$ cat config.mk
export PLATFORM = sky130hd
export DESIGN_NAME = shift_clock_ctrl
export DESIGN_NICKNAME = d
export VERILOG_FILES = /design/src/rtl/shift_clock_pkg.sv /design/src/rtl/shift_clock_div.sv /design/src/rtl/shift_clock_ctrl.sv
export SDC_FILE = /design/constraint.sdc
export NUM_CORES = 1
export LEC_CHECK = 0
export ABC_AREA = 1
export CAP_MARGIN = 25
export CORE_MARGIN = 2
export CORE_UTILIZATION = 35
export DETAILED_ROUTE_END_ITERATION = 10
export PLACE_DENSITY = 0.63
export SETUP_SLACK_MARGIN = 0.2
export SYNTH_ARGS = -nofsm -noshare
export SYNTH_HDL_FRONTEND = slang
export SYNTH_SLANG_ARGS = --single-unit
$ cat constraint.sdc
create_clock -name clock -period 2 [get_ports clock]
set_input_delay 0.4 -clock clock [delete_from_list [all_inputs] [get_ports clock]]
set_output_delay 0.4 -clock clock [all_outputs]
set_load 0.05 [all_outputs]
$ cat src/rtl/shift_clock_pkg.sv
// Shared types and constants for the backscatter shift-clock arbiter.
// Latency: n/a (definitions only).
// Backpressure: n/a.
package shift_clock_pkg;

    localparam int CNT_W_DEF = 8;
    localparam int LEN_W_DEF = 16;

    localparam int REQ_0 = 0;
    localparam int REQ_1 = 1;

    typedef enum logic [1:0] {
        IDLE = 2'd0,
        RUN  = 2'd1,
        DONE = 2'd2
    } state_t;

endpackage

$ cat src/rtl/shift_clock_div.sv
// Programmable divider: each half period of clock_out lasts hp+1 enabled clocks.
// Latency: first rising toggle hp+1 clocks after counting starts; fall strobe is combinational.
// Backpressure: none; clr has priority over en and forces clock_out low.
module shift_clock_div #(
    parameter int CNT_W = 8
) (
    input  logic             clock,
    input  logic             reset,
    input  logic             en,
    input  logic             clr,
    input  logic [CNT_W-1:0] hp,
    output logic             clock_out,
    output logic             fall
);

    logic [CNT_W-1:0] cnt;
    logic             q;
    logic             hit;

    assign hit       = (cnt == hp);
    assign fall      = en && !clr && hit && q;
    assign clock_out = q;

    always_ff @(posedge clock) begin
        if (!reset) begin
            cnt <= '0;
            q   <= 1'b0;
        end else if (clr) begin
            cnt <= '0;
            q   <= 1'b0;
        end else if (en) begin
            if (hit) begin
                cnt <= '0;
                q   <= ~q;
            end else begin
                cnt <= cnt + CNT_W'(1);
            end
        end
    end

endmodule

$ cat src/rtl/shift_clock_ctrl.sv
// Round-robin arbiter and FSM sharing one shift-clock divider between two requesters.
// Latency: grant one clock after req seen in IDLE; busy for 2N(hp+1)+1 clocks.
// Backpressure: req is a level held until done; dropping it mid-run aborts without done.
module shift_clock_ctrl
    import shift_clock_pkg::*;
#(
    parameter int CNT_W = CNT_W_DEF,
    parameter int LEN_W = LEN_W_DEF
) (
    input  logic             clock,
    input  logic             reset,
    input  logic [1:0]       req,
    input  logic [CNT_W-1:0] half_period_0,
    input  logic [CNT_W-1:0] half_period_1,
    input  logic [LEN_W-1:0] n_periods_0,
    input  logic [LEN_W-1:0] n_periods_1,
    output logic [1:0]       grant,
    output logic             busy,
    output logic [1:0]       done,
    output logic             clock_out
);

    state_t           state, state_d;
    logic             owner, owner_d;
    logic             last, last_d;
    logic [CNT_W-1:0] hp, hp_d;
    logic [LEN_W-1:0] rem, rem_d;
    logic             win;
    logic             div_en;
    logic             div_clr;
    logic             div_fall;
    logic [1:0]       owner_oh;

    always_ff @(posedge clock) begin
        if (!reset) begin
            state <= IDLE;
            owner <= 1'b0;
            last  <= 1'b1;
            hp    <= '0;
            rem   <= '0;
        end else begin
            state <= state_d;
            owner <= owner_d;
            last  <= last_d;
            hp    <= hp_d;
            rem   <= rem_d;
        end
    end

    always_comb begin
        state_d = state;
        owner_d = owner;
        last_d  = last;
        hp_d    = hp;
        rem_d   = rem;
        win     = 1'b0;
        div_en  = 1'b0;
        div_clr = 1'b1;
        case (state)
            IDLE: begin
                if (|req) begin
                    // Under contention the requester that did not win last time goes first.
                    win     = (req == 2'b11) ? ~last : req[REQ_1];
                    owner_d = win;
                    last_d  = win;
                    hp_d    = win ? half_period_1 : half_period_0;
                    rem_d   = win ? n_periods_1 : n_periods_0;
                    state_d = (rem_d == '0) ? DONE : RUN;
                end
            end
            RUN: begin
                if (!req[owner]) begin
                    state_d = IDLE;
                end else begin
                    div_en  = 1'b1;
                    div_clr = 1'b0;
                    if (div_fall && rem != '0) begin
                        rem_d = rem - LEN_W'(1);
                        if (rem == LEN_W'(1)) begin
                            state_d = DONE;
                        end
                    end
                end
            end
            DONE: begin
                state_d = IDLE;
            end
            default: begin
                state_d = IDLE;
            end
        endcase
    end

    shift_clock_div #(
        .CNT_W (CNT_W)
    ) u_div (
        .clock     (clock),
        .reset     (reset),
        .en        (div_en),
        .clr       (div_clr),
        .hp        (hp),
        .clock_out (clock_out),
        .fall      (div_fall)
    );

    assign owner_oh = owner ? 2'b10 : 2'b01;
    assign busy     = (state != IDLE);
    assign grant    = busy ? owner_oh : 2'b00;
    assign done     = (state == DONE) ? owner_oh : 2'b00;

endmodule

==> results.sh, run 1 <==
export IMPL_wire_length_of_the_first_global_routing_pass_microns=12700
export IMPL_route_top_layer_used="met4"
export IMPL_worstPathMaxFanout=5
export IMPL_floorplan_core_area_sq_um=7210
export IMPL_fin_setup_tns_ps=0
export IMPL_slew_violations=0
export IMPL_setup_ws_ps=242
export IMPL_ir_drop_mv=0.299
export IMPL_detail_route_first_pass_iterations=4
export IMPL_wirelength_microns=7560
export IMPL_dpl_cell_count=617
export IMPL_finish_cell_count_without_fillers=625
export IMPL_synth_yosys_seq_area_share_pct=28.6
export IMPL_numPortBuffers=57
export IMPL_sw_frac_of_total_pct=36.5
export IMPL_worstSetupPathType="reg2out"
export IMPL_internal_power_w=0.00171
export IMPL_totalPowerFinal_w=0.00269
export IMPL_synth_largest_area_cell="sky130_fd_sc_hd__dfxtp_1"
export IMPL_area_growth_pct=41.1
export IMPL_insertedDiodeCount=0
export IMPL_tightestPinTransition_ps=497
export IMPL_die_w_microns=90.0
export IMPL_route_detailed_vias_per_inst=4.71
export IMPL_cts_buffer_depth=2
export IMPL_final_setup_viol_count=0
export IMPL_layout_drive_gt1_share_pct=14.8
export IMPL_dp_worst_setup_slack_ps=-118
export IMPL_clkSlewWorstSetupHoldPaths_ps=80
export IMPL_final_hold_worst_slack_ps=469
export IMPL_sequence_of_cells_on_the_critical_path="nor2_2, nor2_1, buf_12"
export IMPL_finalHoldViolations=0
export IMPL_syn_area_sq_um=2590
export IMPL_status="completed"
export IMPL_cts_sink_count=37
export IMPL_power_density_nw_per_um2=735
export IMPL_final_min_period_over_clock_period_pct=87.9
export IMPL_synth_top_cell_area_share_pct=28.6
export IMPL_io_pins=58
export IMPL_post_dp_hpwl_microns=6110
export IMPL_synth_area_per_cell_sq_um=5.82
export IMPL_yosys_register_bits=37
export IMPL_crit_slowest_cell="sky130_fd_sc_hd__dfxtp_1"
export IMPL_syn_nets=501
export IMPL_cts_hold_buffers=0
export IMPL_die_area_sq_um=8110
export IMPL_grt_pass1_vias=2717
export IMPL_number_of_unique_standard_cell_types_used_by_synthesis=34
export IMPL_most_used_cells_in_the_layout_excluding_fill_and_tap_cells="sky130_fd_sc_hd__nand2_1, sky130_fd_sc_hd__nor2_1, sky130_fd_sc_hd__clkdlybuf4s50_1, sky130_fd_sc_hd__dfxtp_1, sky130_fd_sc_hd__nand3_1"
export IMPL_cts_htree_levels=2
export IMPL_cts_inserted_buffers=5
export IMPL_chipHeight_microns=90.0
export IMPL_timing_critical_path_from_type="flip-flop"
export IMPL_core_rowCount=31
export IMPL_grt_usage_pct=19.1
export IMPL_switching_power_w=0.000982
export IMPL_timing_critical_path_arrival_ps=1360
export IMPL_hold_path_class="reg2reg"
export IMPL_rsz_0062_raised_after_global_routing="true"
export IMPL_clock_power_share_pct=25.2
export IMPL_place_congestion=0.871
export IMPL_final_nets=581
export IMPL_floorplan_initialDensity_pct=35.9
export IMPL_grt_max_degree=21
export IMPL_synth_area_leaders="sky130_fd_sc_hd__dfxtp_1, sky130_fd_sc_hd__nand2_1, sky130_fd_sc_hd__nor2_1"
export IMPL_synth_warnings=0
export IMPL_critical_path_data_required_time_ps=1600
export IMPL_total_vias_in_the_final_route=2941
export IMPL_reported_leakage_power_nw=1.64
export IMPL_max_cap_viols=0
export IMPL_post_route_min_period_ps=1760
export IMPL_mostFrequentLayoutCell="sky130_fd_sc_hd__nand2_1"
export IMPL_routed_wl_met3_microns=367
export IMPL_post_synth_inst_count=445
export IMPL_wl_met1_microns=3680
export IMPL_max_stage_delay_ps=520
export IMPL_cts_root_buf="sky130_fd_sc_hd__clkbuf_8"
export IMPL_met2RoutedLength_microns=3430
export IMPL_clk_latency_ps=290
export IMPL_portion_of_total_power_attributed_to_combinational_logic_pct=41.2
export IMPL_maximum_frequency_from_static_timing_analysis_mhz=569
export IMPL_gr_total_overflow=0
export IMPL_final_skew_ps=14.4
export IMPL_drc=0
export IMPL_slew_limit_headroom_pct=67.0
export IMPL_cts_tree="done"
export IMPL_detailedRoute_firstIterationViolations=229
export IMPL_initial_antenna_violation_count=0
export IMPL_endpoint_kind="primary output"
export IMPL_avgRoutedWirePerCell_microns=12.1
export IMPL_detail_route_antenna_nets=0
export IMPL_seq_power_share_pct=33.6
-- state kept, by name, indices dropped and copies added (netlist names) --
| register | cells |
|---|---|
| hp | 8 |
| last | 1 |
| owner | 1 |
| rem | 16 |
| state | 2 |
| u_div.clock_out | 1 |
| u_div.cnt | 8 |
-- critical path, delay by kind of cell (launching register included) --
family | cells | cell delay (ps)
and+or+nand+nor | 2 | 380
DFF | 1 | 520
buffers and inverters | 1 | 180
-- routing by layer --
layer	track usage (%)	vias up
li1	-	1563
met1	26.4	1285
met2	31.0	85
met3	3.44	8
met4	4.23	0
met5	0	-
-- timing repair --
action / in CTS / in global routing
resized for setup: 2 / 14
setup endpoints to repair: 3 / 13
setup buffers: 0 / 0
pin swaps: 0 / 1
-- layout make-up --
class | count | area, sq um
timing repair buffer | 86 | 853
tap | 99 | 124
fill | 738 | 3560
clock buffer | 7 | 86.3
clock inverter | 1 | 30.0
inverter | 46 | 178
sequential | 37 | 741
multi-input combinational | 349 | 1650
-- final timing paths --
check,from,endpoint,slack [ps],cells past startpoint
max,state[0]$_SDFFE_PN0P_,grant[1],240,3
min,last$_SDFFE_PN1P_,last$_SDFFE_PN1P_,470,2
max reg2reg,rem[8]$_SDFFE_PN0P_,rem[5]$_SDFFE_PN0P_,360,10
min reg2reg,last$_SDFFE_PN1P_,last$_SDFFE_PN1P_,470,2
-- power groups by stage --
stage	registers [W]	clock network, W	logic, W
after floorplan	0.000893	0	0.000712
after global placement	0.000917	0	0.00108
after detailed placement	0.000919	0	0.00108
after CTS	0.000902	0.000696	0.00109
after global routing	0.000916	0.000725	0.00125
final	0.000904	0.000679	0.00111
-- synth_stat cells --
cell type / number
sky130_fd_sc_hd__nand3_2: 1
sky130_fd_sc_hd__a21oi_1: 17
sky130_fd_sc_hd__buf_4: 1
sky130_fd_sc_hd__ha_1: 4
sky130_fd_sc_hd__a211oi_1: 1
sky130_fd_sc_hd__nor3_2: 2
sky130_fd_sc_hd__nor2_1: 58
sky130_fd_sc_hd__o21ai_0: 21
sky130_fd_sc_hd__nand4_1: 3
sky130_fd_sc_hd__clkbuf_1: 7
sky130_fd_sc_hd__nand3_4: 1
sky130_fd_sc_hd__nor2_4: 1
sky130_fd_sc_hd__buf_6: 2
sky130_fd_sc_hd__a31oi_1: 8
sky130_fd_sc_hd__mux2i_1: 1
sky130_fd_sc_hd__inv_1: 33
sky130_fd_sc_hd__nor3b_1: 2
sky130_fd_sc_hd__xor2_1: 2
sky130_fd_sc_hd__o21ai_1: 2
sky130_fd_sc_hd__nand2_2: 2
sky130_fd_sc_hd__nand3_1: 34
sky130_fd_sc_hd__clkinv_1: 2
sky130_fd_sc_hd__a21oi_4: 1
sky130_fd_sc_hd__o21bai_1: 1
sky130_fd_sc_hd__xnor2_1: 2
sky130_fd_sc_hd__nand2_1: 170
sky130_fd_sc_hd__nand2_4: 2
sky130_fd_sc_hd__or2_2: 5
sky130_fd_sc_hd__buf_2: 3
sky130_fd_sc_hd__nor2_2: 2
sky130_fd_sc_hd__dfxtp_1: 37
sky130_fd_sc_hd__nand3b_1: 1
sky130_fd_sc_hd__inv_2: 11
sky130_fd_sc_hd__nor3_1: 5
-- logic make-up after synthesis --
logic type | after synthesis | synth area share, %
buffers and inverters | 59 | 9.42
adders and majority gates | 4 | 1.93
AOI/OAI and AO/OA | 51 | 10.9
and+or+nand+nor | 289 | 47.5
muxes | 1 | 0.386
DFF | 37 | 28.6
xor gates and xnor gates | 4 | 1.35
-- metrics by stage --
step | util, % | cell area (sq um)
final | 50.7 | 3660
after detailed placement | 48.6 | 3500
after global placement | 48.6 | 3500
after CTS | 50.2 | 3620
after floorplan | - | 2600
after global routing | 50.7 | 3660
No activity file was read; power rests on OpenSTA's default activity.
==> run 2: changes to the inputs <==
- ABC_CLOCK_PERIOD_IN_PS: not set -> 2000
==> results of run 2 <==
Final layout, timing and power as in run 1 (identical DEF).
==> run 3: changes to the inputs <==
--- a/constraint.sdc
+++ b/constraint.sdc
@@ -3,2 +3,2 @@
 set_output_delay 0.4 -clock clock [all_outputs]
-set_load 0.05 [all_outputs]
+set_load 0.005 [all_outputs]
==> run 3 against run 2 <==
Critical path depth unchanged. Non-clock buffer count increased by 2. Setup slack about the same. Maximum frequency about the same. Combinational power decreased by 4%. Largest power group unchanged.
==> results.sh, run 3 (same netlist as run 1, synthesis figures left out) <==
export IMPL_final_min_period_over_clock_period_pct=87.9
export IMPL_largest_register_ff_count=16
export IMPL_endpoint_kind="primary output"
export IMPL_floorplan_initialDensity_pct=35.9
export IMPL_route_detailed_vias_per_inst=4.70
export IMPL_die_w_microns=90.0
export IMPL_cts_htree_levels=2
export IMPL_worstSetupPathType="reg2out"
export IMPL_hold_path_class="reg2reg"
export IMPL_mostFrequentLayoutCell="sky130_fd_sc_hd__nand2_1"
export IMPL_final_skew_ps=3.92
export IMPL_floorplan_core_area_sq_um=7210
export IMPL_max_stage_delay_ps=500
export IMPL_total_vias_in_the_final_route=2948
export IMPL_chipHeight_microns=90.0
export IMPL_insertedDiodeCount=0
export IMPL_slew_violations=0
export IMPL_critical_path_startpoint="state[0]$_SDFFE_PN0P_"
export IMPL_slew_limit_headroom_pct=77.9
export IMPL_detailedRoute_firstIterationViolations=194
export IMPL_grt_usage_pct=18.2
export IMPL_final_setup_viol_count=0
export IMPL_cts_root_buf="sky130_fd_sc_hd__clkbuf_8"
export IMPL_rr_worst_depth=10
export IMPL_post_dp_hpwl_microns=5810
export IMPL_finalHoldViolations=0
export IMPL_cts_hold_buffers=0
export IMPL_detail_route_first_pass_iterations=4
export IMPL_rsz_0062_raised_after_global_routing="true"
export IMPL_clkSlewWorstSetupHoldPaths_ps=80
export IMPL_detail_route_antenna_nets=0
export IMPL_avgRoutedWirePerCell_microns=12.0
export IMPL_crit_slowest_cell="sky130_fd_sc_hd__clkdlybuf4s50_1"
export IMPL_ir_drop_mv=0.278
export IMPL_power_density_nw_per_um2=721
export IMPL_place_congestion=0.884
export IMPL_tightestPinTransition_ps=330
export IMPL_biggestRegsByFlops="rem: 16 flops, hp: 8 flops, u_div.cnt: 8 flops"
export IMPL_worstPathMaxFanout=5
export IMPL_wirelength_microns=7520
export IMPL_dp_worst_setup_slack_ps=-129
export IMPL_layout_drive_gt1_share_pct=16.1
export IMPL_cts_inserted_buffers=5
export IMPL_setup_ws_ps=242
export IMPL_timing_critical_path_arrival_ps=1360
export IMPL_io_pins=58
export IMPL_numPortBuffers=57
export IMPL_grt_pass1_vias=2704
export IMPL_crit_reg2reg_launch="rem[8]$_SDFFE_PN0P_"
export IMPL_clk_latency_ps=290
export IMPL_largest_register="rem"
export IMPL_most_used_cells_in_the_layout_excluding_fill_and_tap_cells="sky130_fd_sc_hd__nand2_1, sky130_fd_sc_hd__nor2_1, sky130_fd_sc_hd__clkdlybuf4s50_1"
export IMPL_timing_critical_path_from_type="flip-flop"
export IMPL_initial_antenna_violation_count=0
export IMPL_status="completed"
export IMPL_die_area_sq_um=8110
export IMPL_wire_length_of_the_first_global_routing_pass_microns=12300
export IMPL_area_growth_pct=43.5
export IMPL_post_route_min_period_ps=1760
export IMPL_final_hold_worst_slack_ps=485
export IMPL_max_cap_viols=0
export IMPL_cts_tree="done"
export IMPL_critical_path_data_required_time_ps=1600
export IMPL_gr_total_overflow=0
export IMPL_grt_max_degree=21
export IMPL_maximum_frequency_from_static_timing_analysis_mhz=569
export IMPL_min_delay_path_depth=2
export IMPL_reported_leakage_power_nw=1.70
export IMPL_final_nets=583
export IMPL_cts_sink_count=37
export IMPL_sequence_of_cells_on_the_critical_path="nor2_4, nor2_1, clkdlybuf4s50_1"
export IMPL_min_delay_start="rem[15]$_SDFFE_PN0P_"
export IMPL_cts_buffer_depth=2
export IMPL_drc=0
export IMPL_core_rowCount=31
[run 3: final timing paths]
kind | to | slack (ps)
max reg2reg | rem[5]$_SDFFE_PN0P_ | 390
min | rem[15]$_SDFFE_PN0P_ | 480
max | grant[1] | 240
min reg2reg | rem[15]$_SDFFE_PN0P_ | 480
[run 3: worst max-delay path: cells and delay by family (launching register included)]
| kind | cells | cell delay (ps) |
|---|---|---|
| buffers and inverters | 1 | 500 |
| and+or+nand+nor | 2 | 150 |
| DFF | 1 | 410 |
[run 3: metal layers]
metal / GRT usage (%) / wire (microns) / part of all wire, % / vias up
li1: - / - / - / 1569
met1: 24.0 / 3640 / 48 / 1306
met2: 31.4 / 3550 / 47 / 69
met3: 2.43 / 287 / 3.8 / 4
met4: 4.36 / 40 / 0.53 / 0
met5: 0 / 0 / 0 / -
[run 3: area by class of cell]
cell class                      instances  area, sq um
Fill cell                             720         3500
Multi-Input combinational cell        349         1670
Timing Repair Buffer                   88          876
Sequential cell                        37          751
Inverter                               46          178
Tap cell                               99          124
Clock buffer                            6         82.6
Clock inverter                          2         37.5
[run 3: report_power, final]
group / total, W / leakage [nW] / internal (W) / switching [W]
registers: 0.000900 / 0.306 / 0.000816 / 0.0000840
clock network: 0.000709 / 0.0574 / 0.000406 / 0.000303
logic: 0.00107 / 1.33 / 0.000482 / 0.000591
[run 3: timing repair]
item / CTS / global route
setup endpoints to repair: 7 / 16
resized for setup: 11 / 23
buffers inserted: 0 / 3
gates cloned: 0 / 1
pin swaps: 0 / 6
[run 3: stage by stage]
| stage | utilization, % | std cells | setup TNS [ps] | area, sq um | power, W |
|---|---|---|---|---|---|
| 4_1_cts | 49.9 | 623 | 0 | 3600 | 0.00265 |
| 2_1_floorplan | - | 445 | 0 | 2590 | 0.00157 |
| 3_3_place_gp | 48.1 | 615 | -248 | 3470 | 0.00194 |
| 5_1_grt | 51.5 | 627 | 0 | 3720 | 0.00287 |
| 3_5_place_dp | 48.1 | 615 | -708 | 3470 | 0.00194 |
| 6_report | 51.5 | 627 | 0 | 3720 | 0.00268 |
